==> src/rtl/branch_resolve_unit_if.sv <==
// Branch resolve unit bus: the ID-stage branch information, the EX outcome
// and the redirect/flush/update signals back to the pipeline.
// Optional feature macro: BRU_STATS_EN adds BranchCount/MispredictCount.
interface branch_resolve_unit_if #(
   parameter int W = 32
`ifdef BRU_STATS_EN
   ,parameter int CNT_W = 16
`endif
) ();
   logic          BranchInstructExists_ID;
   logic          Prediction_ID;
   logic [W-1:0]  PCPlus4_ID;
   logic [W-1:0]  BranchTarget_ID;
   logic          Stall_ID;
   logic          BranchDecision_EX;

   logic          BranchInstructExists_EX;
   logic          Mispredict_EX;
   logic          RedirectValid;
   logic [W-1:0]  RedirectPC;
   logic          Flush;
   logic          Busy;
`ifdef BRU_STATS_EN
   logic [CNT_W-1:0] BranchCount;
   logic [CNT_W-1:0] MispredictCount;
`endif

   // Pipeline side: drives the ID branch and the EX outcome, consumes the results
   modport master (
      output BranchInstructExists_ID, Prediction_ID, PCPlus4_ID, BranchTarget_ID,
             Stall_ID, BranchDecision_EX,
      input  BranchInstructExists_EX, Mispredict_EX, RedirectValid, RedirectPC,
             Flush, Busy
`ifdef BRU_STATS_EN
      ,input BranchCount, MispredictCount
`endif
   );

   // Resolve unit side
   modport slave (
      input  BranchInstructExists_ID, Prediction_ID, PCPlus4_ID, BranchTarget_ID,
             Stall_ID, BranchDecision_EX,
      output BranchInstructExists_EX, Mispredict_EX, RedirectValid, RedirectPC,
             Flush, Busy
`ifdef BRU_STATS_EN
      ,output BranchCount, MispredictCount
`endif
   );
endinterface

==> src/rtl/branch_resolve_unit.sv <==
// Branch resolve unit: carries the ID-stage prediction of a branch into EX,
// compares it against the real outcome, strobes the predictor update and on
// a mispredict redirects fetch and flushes the front end for FLUSH_CYCLES.
// Optional feature macro: BRU_STATS_EN (saturating branch/mispredict counters).
module branch_resolve_unit #(
   parameter int W            = 32,
   parameter int FLUSH_CYCLES = 1
`ifdef BRU_STATS_EN
   ,parameter int CNT_W       = 16
`endif
) (
   input logic                  Clock,
   input logic                  Reset_n,
   branch_resolve_unit_if.slave bru
);

   // Recovery counter start value; the mispredict cycle itself is the first flush cycle
   localparam logic [2:0] CNT_INIT = 3'(FLUSH_CYCLES - 1);

   typedef enum logic [0:0] {
      IDLE    = 1'b0,
      RECOVER = 1'b1
   } state_t;

   state_t          r_state;
   logic [2:0]      r_cnt;
   logic            r_busy;

   logic            r_valid;
   logic            r_pred;
   logic [W-1:0]    r_pc4;
   logic [W-1:0]    r_tgt;

   logic            w_mispredict;
   logic            w_flush;
   logic            w_loadSlot;

   // A valid EX branch whose stored prediction disagrees with the real outcome
   assign w_mispredict = r_valid & (r_pred != bru.BranchDecision_EX);
   assign w_flush      = w_mispredict | r_busy;
   // A flushed or stalled ID branch must never reach EX
   assign w_loadSlot   = bru.BranchInstructExists_ID & ~bru.Stall_ID & ~w_flush & ~r_busy;

   // ID->EX slot: valid follows every edge, payload only captured for a real branch
   always_ff @(posedge Clock or negedge Reset_n) begin
      if (!Reset_n) begin
         r_valid <= 1'b0;
         r_pred  <= 1'b0;
         r_pc4   <= '0;
         r_tgt   <= '0;
      end else begin
         r_valid <= w_loadSlot;
         if (w_loadSlot) begin
            r_pred <= bru.Prediction_ID;
            r_pc4  <= bru.PCPlus4_ID;
            r_tgt  <= bru.BranchTarget_ID;
         end
      end
   end

   // Recovery FSM: stretches Flush past the mispredict cycle when FLUSH_CYCLES > 1
   always_ff @(posedge Clock or negedge Reset_n) begin
      if (!Reset_n) begin
         r_state <= IDLE;
         r_cnt   <= 3'd0;
         r_busy  <= 1'b0;
      end else begin
         case (r_state)
            IDLE: begin
               if (w_mispredict && (FLUSH_CYCLES > 1)) begin
                  r_state <= RECOVER;
                  r_cnt   <= CNT_INIT;
                  r_busy  <= 1'b1;
               end
            end
            RECOVER: begin
               if (r_cnt == 3'd1) begin
                  r_state <= IDLE;
                  r_cnt   <= 3'd0;
                  r_busy  <= 1'b0;
               end else begin
                  r_cnt   <= r_cnt - 3'd1;
               end
            end
            default: begin
               r_state <= IDLE;
               r_cnt   <= 3'd0;
               r_busy  <= 1'b0;
            end
         endcase
      end
   end

   assign bru.BranchInstructExists_EX = r_valid;
   assign bru.Mispredict_EX           = w_mispredict;
   assign bru.RedirectValid           = w_mispredict;
   assign bru.RedirectPC              = w_mispredict ? (bru.BranchDecision_EX ? r_tgt : r_pc4) : '0;
   assign bru.Flush                   = w_flush;
   assign bru.Busy                    = r_busy;

`ifdef BRU_STATS_EN
   logic [CNT_W-1:0] r_branchCount;
   logic [CNT_W-1:0] r_mispredictCount;

   // Statistics: count resolved branches and mispredicts, sticking at all-ones
   always_ff @(posedge Clock or negedge Reset_n) begin
      if (!Reset_n) begin
         r_branchCount     <= '0;
         r_mispredictCount <= '0;
      end else begin
         if (r_valid && (r_branchCount != '1)) begin
            r_branchCount <= r_branchCount + 1'b1;
         end
         if (w_mispredict && (r_mispredictCount != '1)) begin
            r_mispredictCount <= r_mispredictCount + 1'b1;
         end
      end
   end

   assign bru.BranchCount     = r_branchCount;
   assign bru.MispredictCount = r_mispredictCount;
`endif

endmodule

==> src/flat_wrapper.sv <==
// flat-port wrapper written by rule: the top's interface ports become plain ports
module branch_resolve_unit_flat 
#(
   parameter int W            = 32,
   parameter int FLUSH_CYCLES = 1

)
  (Clock, Reset_n, bru_BranchInstructExists_ID, bru_Prediction_ID, bru_PCPlus4_ID, bru_BranchTarget_ID, bru_Stall_ID, bru_BranchDecision_EX, bru_BranchInstructExists_EX, bru_Mispredict_EX, bru_RedirectValid, bru_RedirectPC, bru_Flush, bru_Busy);
  branch_resolve_unit_if #(.W(W)) bru_i ();
  input logic Clock;
  input logic Reset_n;
  input wire logic [$bits(bru_i.BranchInstructExists_ID)-1:0] bru_BranchInstructExists_ID;
  input wire logic [$bits(bru_i.Prediction_ID)-1:0] bru_Prediction_ID;
  input wire logic [$bits(bru_i.PCPlus4_ID)-1:0] bru_PCPlus4_ID;
  input wire logic [$bits(bru_i.BranchTarget_ID)-1:0] bru_BranchTarget_ID;
  input wire logic [$bits(bru_i.Stall_ID)-1:0] bru_Stall_ID;
  input wire logic [$bits(bru_i.BranchDecision_EX)-1:0] bru_BranchDecision_EX;
  output wire logic [$bits(bru_i.BranchInstructExists_EX)-1:0] bru_BranchInstructExists_EX;
  output wire logic [$bits(bru_i.Mispredict_EX)-1:0] bru_Mispredict_EX;
  output wire logic [$bits(bru_i.RedirectValid)-1:0] bru_RedirectValid;
  output wire logic [$bits(bru_i.RedirectPC)-1:0] bru_RedirectPC;
  output wire logic [$bits(bru_i.Flush)-1:0] bru_Flush;
  output wire logic [$bits(bru_i.Busy)-1:0] bru_Busy;
  assign bru_i.BranchInstructExists_ID = bru_BranchInstructExists_ID;
  assign bru_i.Prediction_ID = bru_Prediction_ID;
  assign bru_i.PCPlus4_ID = bru_PCPlus4_ID;
  assign bru_i.BranchTarget_ID = bru_BranchTarget_ID;
  assign bru_i.Stall_ID = bru_Stall_ID;
  assign bru_i.BranchDecision_EX = bru_BranchDecision_EX;
  assign bru_BranchInstructExists_EX = bru_i.BranchInstructExists_EX;
  assign bru_Mispredict_EX = bru_i.Mispredict_EX;
  assign bru_RedirectValid = bru_i.RedirectValid;
  assign bru_RedirectPC = bru_i.RedirectPC;
  assign bru_Flush = bru_i.Flush;
  assign bru_Busy = bru_i.Busy;
  branch_resolve_unit #(.W(W), .FLUSH_CYCLES(FLUSH_CYCLES)) u_core (.Clock(Clock), .Reset_n(Reset_n), .bru(bru_i));
endmodule
==> config.mk <==
export PLATFORM = sky130hd
export DESIGN_NAME = branch_resolve_unit_flat
export DESIGN_NICKNAME = d
export VERILOG_FILES = /design/src/rtl/branch_resolve_unit_if.sv /design/src/rtl/branch_resolve_unit.sv /design/src/flat_wrapper.sv
export SDC_FILE = /design/constraint.sdc
export NUM_CORES = 1
export LEC_CHECK = 0
export ABC_AREA = 1
export BUFFER_PORTS_ARGS = -buffer_cell sky130_fd_sc_hd__buf_2
export CAP_MARGIN = 20
export CORE_UTILIZATION = 52
export CTS_BUF_LIST = sky130_fd_sc_hd__clkbuf_8
export DETAILED_ROUTE_END_ITERATION = 6
export GPL_TIMING_DRIVEN = 1
export PLACE_DENSITY = 0.9
export SYNTH_ARGS = -nofsm -noshare
export SYNTH_HDL_FRONTEND = slang
export SYNTH_SLANG_ARGS = --single-unit
export TNS_END_PERCENT = 1
==> constraint.sdc <==
create_clock -name Clock -period 1.72 [get_ports Clock]
set_input_delay 0.258 -clock Clock [delete_from_list [all_inputs] [get_ports Clock]]
set_output_delay 0.258 -clock Clock [all_outputs]
set_load 0.1 [all_outputs]
* Word-level counts from Yosys, hierarchy flattened
Cells that the tools add are included.
** Storage, ports and cells
- Output and inout port bits :: 37
- Bits of input ports :: 70
- Logic and storage cells :: 12
- Flip-flop bits (word level) :: 66
** Operators by class
- Mux-type cells :: 2
- Equal/unequal tests :: 1
- Bitwise gates (word level) :: 5
** Operators with widths (count)
- 32-bit two-way mux :: 2
- 1-bit AND :: 3
- 1-bit NOT :: 2
- 1-bit != test :: 1

* Depth between registers and ports, before layout
- Depth after elaboration :: 4
- Depth in mapped cells :: 9
- Gate-level depth less buffers :: 6

* Worst setup path after synthesis
OpenSTA, ideal clock, no wires.
- Path type :: flip-flop to output port
- Start point :: register u_core.r_valid, in the netlist u_core.bru.BranchInstructExists_EX
- End point :: output port bru_RedirectPC[22]
- Buffers on the path :: 2
- Cell stages (with the launch flop) :: 5
- Slack :: -1.534 ns
- Data arrival time :: 2.996 ns
- Data required time :: 1.462 ns
- Path through :: dfrtp_1 > nand3_4 > buf_2 > buf_2 > a21oi_1
** Between the ends
- Cells in the longest elaborated chain, start to end :: 2
** RTL lines
- start: declaration :: line branch_resolve_unit.sv:29 : logic r_valid;
- start signal: assignment :: line branch_resolve_unit.sv:52 : r_valid <= w_loadSlot;
- 1-bit AND :: line branch_resolve_unit.sv:39 : assign w_mispredict = r_valid & (r_pred != bru.BranchDecision_EX);
- 32-bit two-way mux :: line branch_resolve_unit.sv:97 : assign bru.RedirectPC = w_mispredict ? (bru.BranchDecision_EX ? r_tgt : r_pc4) : '0;
- end: declaration :: line flat_wrapper.sv:21 : output wire logic [$bits(bru_i.RedirectPC)-1:0] bru_RedirectPC;
Every way passes these cells.

* Worst setup path after layout
- Start point :: register u_core.r_pred
- End point :: output port bru_RedirectPC[10]
** Between the ends
- Cells in the longest elaborated chain, start to end :: 3
** RTL lines
- start: declaration :: line branch_resolve_unit.sv:30 : logic r_pred;
- start signal: assignment :: line branch_resolve_unit.sv:54 : r_pred <= bru.Prediction_ID;
- 1-bit != test :: line branch_resolve_unit.sv:39
- 1-bit AND :: line branch_resolve_unit.sv:39
- 32-bit two-way mux :: line branch_resolve_unit.sv:97
Every way passes these cells.

==> summary.txt <==
WP data required = 1.46 ns
dominant synthesized flop cell = dfrtp_1
slowest CP cell = dfrtp_1
Starting Density = 0.550
CTS Buf Count = 9
pwr/cell area = 904 nW/um^2
failing checks = setup timing
total wire length = 10.7 mm
via count = 3411
Peak VDD IR = 0.676 mV
FF-to-FF End = u_core.r_pc4[17]$_DFFE_PN0P_
headroom to the max-slew limit = 0.628
Comb pwr share = 0.295
Critical R2R Launch = u_core.r_pred$_DFFE_PN0P_
post-route insts no fill = 585
core area = 5640 sq um
unrepaired setup endpoints after global routing = yes
Hold Path Stages = 3
Avg WL per Cell = 18.3 microns
gp weighted congestion = 0.777
sequential fraction of the synthesis area = 0.532
clk_skew = 0.00436 ns
Yosys cell types = 14
via/cell ratio = 5.83
worst slew pin tran = 0.558 ns
crit path launch type = flop
Fin. Hold Viols = 0
commonest cells in the netlist = 195 x nand2_1, 66 x dfrtp_1, 65 x nand3_1
Mapped Avg Cell Area = 7.73 sq um
Yosys top cell area share = 0.532
vias in the first global route = 3075
CP Class = reg2out
hold path start = bru_PCPlus4_ID[2]
switching share of total power = 0.352
syn nets = 472
buffers and inverters on the worst path = 4
initial antenna violation count = 0
EDFF count, synth = 0
crit path DAT = 1.70 ns
Residual DRC = 0
most frequent cell after synthesis = nand2_1
io pins = 107
Antenna Violating Nets Remaining = 0
Clock Latency Late Sink = 0.35 ns
CP max FO = 6
Initial DRC Count = 393
first drt pass iteration count = 5
first-pass GRT wire length = 14.2 mm
YS warnings = 0
Placed Instances = 559
IO Port Bufs = 105
die area = 6290 sq um
num rows = 27
status = complete, but fails checks
Final Power = 4530 uW
min Tclk post-route = 1.96 ns
clock share of power = 0.274
Final HPWL DP = 6.22 mm
crit end category = primary output
Horiz. Die Dim = 79.3 microns
Net Sw Power = 1590 uW
Area growth, synth to finish = 61.2%
CTS tree = done
Hold WC Path Type = in2reg
LEAKAGE = 0.00243 uW
Tcrit/Tclk final = 1.14
worst r2r path cells = 9
Die Span Y = 79.3 microns
Flop pwr share = 0.431
Mapped Area = 3110 sq um
Final Worst Setup Slack = -0.237 ns
synth top area cells = dfrtp_1 53%, nand2_1 24%, nand3_1 10%, a21oi_1 5.2%, buf_2 2.4%
clock buffer depth = 2
root buf cell = clkbuf_8
synthesized instance count = 402
Hold EP = u_core.r_pc4[2]$_DFFE_PN0P_
CP delay by family, top = buffers and inverters
total clock sinks = 66
nets = 579
Slew Viols, Final = 0
CP Cell Sequence = inv_1 -> nand2_2 -> nand3_4 -> buf_12 -> clkbuf_16 -> a21oi_4 -> buf_12
fmax = 0.511 GHz
area leader, netlist = dfrtp_1
# Max-Cap Violations = 0
Reg clk slew, reported paths = 0.07 ns
fraction of layout instances using a drive strength above 1 = 0.359
Seq cells post-synth = 66
H-tree depth = 3
Setup violations, final = 35
GRT overflow = 0
ant diodes = 0
reg-to-reg slack, setup = 0.11 ns
Crit path top cell by count = buf_12
cell internal pwr = 2930 uW
CP max stage delay = 0.38 ns
FFs w/ async S/R, synth = 1.00
all-layer global routing usage = 0.298
largest net degree at the start of global routing = 48
## worst max-delay path by stage
stage | start | end | slack (ns) | depth (start not counted)
4_1_cts | u_core.r_pred$_DFFE_PN0P_ | bru_Mispredict_EX | -0.18 | 6
5_1_grt | u_core.r_pred$_DFFE_PN0P_ | bru_RedirectPC[10] | -0.27 | 7
3_3_place_gp | u_core.r_pred$_DFFE_PN0P_ | u_core.r_tgt[8]$_DFFE_PN0P_ | 0.21 | 8
2_1_floorplan | u_core.bru.BranchInstructExists_EX$_DFF_PN0_ | bru_Mispredict_EX | -0.44 | 5
3_5_place_dp | bru_BranchDecision_EX | u_core.r_pc4[17]$_DFFE_PN0P_ | 0.14 | 9
6_report | u_core.r_pred$_DFFE_PN0P_ | bru_RedirectPC[10] | -0.24 | 7
## state kept, by name, indices dropped and copies added, names as in the netlist
signal                              flops
u_core.bru.BranchInstructExists_EX      1
u_core.r_pc4                           32
u_core.r_pred                           1
u_core.r_tgt                           32
## final cells by class
type                            instances  area, sq um
Clock buffer                           13          179
Clock inverter                          2         10.0
Fill cell                             246          634
Inverter                                5         22.5
Multi-Input combinational cell        297         1620
Sequential cell                        66         1660
Tap cell                               72         90.1
Timing Repair Buffer                  130         1430
## logic make-up after synthesis
kind of cell | after synthesis | synth area share
simple gates | 264 | 0.351
flops | 66 | 0.532
buf+inv | 39 | 0.0641
compound gates | 32 | 0.0516
other cells | 1 | 0.00121
## timing repair
action / CTS / global route
gates resized for setup: 1 / 6
setup buffers: 0 / 4
setup endpoints to repair: 35 / 35
pin swaps: 0 / 2
hold buffers: 1 / 0
endpoints found under the hold margin: 21 / 0
gates cloned: 0 / 6
## layer usage
metal | vias up | GRT usage | share of wire
li1 | 1494 | - | -
met1 | 1671 | 0.356 | 0.38
met2 | 215 | 0.525 | 0.53
met3 | 31 | 0.0552 | 0.072
met4 | 0 | 0.125 | 0.025
met5 | - | 0 | 0
## power by group through the flow
stage / Combinational, uW / Clock [uW] / Sequential, uW
2_1_floorplan: 828 / 0 / 1920
3_3_place_gp: 1170 / 0 / 1930
3_5_place_dp: 1220 / 0 / 1950
4_1_cts: 1230 / 1240 / 1930
5_1_grt: 1410 / 1320 / 1960
6_report: 1330 / 1240 / 1950
## worst min-delay path: stages
cell,delay (ns)
buf_2,0.07
nand3_1,0.06
nand2_1,0.06
## stage by stage
stage | setup slack [ns] | hold WS, ns | TNS [ns] | instance area (sq um) | utilization
global route | -0.269 | 0.140 | -6.60 | 5010 | 0.888
floorplan | -0.443 | -0.0376 | -9.60 | 3500 | -
global placement | 0.205 | 0.265 | 0 | 4590 | 0.813
finish | -0.237 | 0.135 | -5.31 | 5010 | 0.888
CTS | -0.183 | 0.129 | -4.22 | 4790 | 0.850
detailed placement | 0.135 | 0.269 | 0 | 4590 | 0.813
## placed cells by master, fill, tap and decap left out, types with 2 or more instances in the layout
cell         n
buf_12      40
buf_4       11
a21oi_4     31
inv_1        3
nand2_1    194
clkbuf_16    6
clkinv_2     2
buf_2       70
clkbuf_8    13
nand2_2      3
nand3_1     65
dfrtp_1     65
Note: power is estimated with default switching activity, not from simulation.
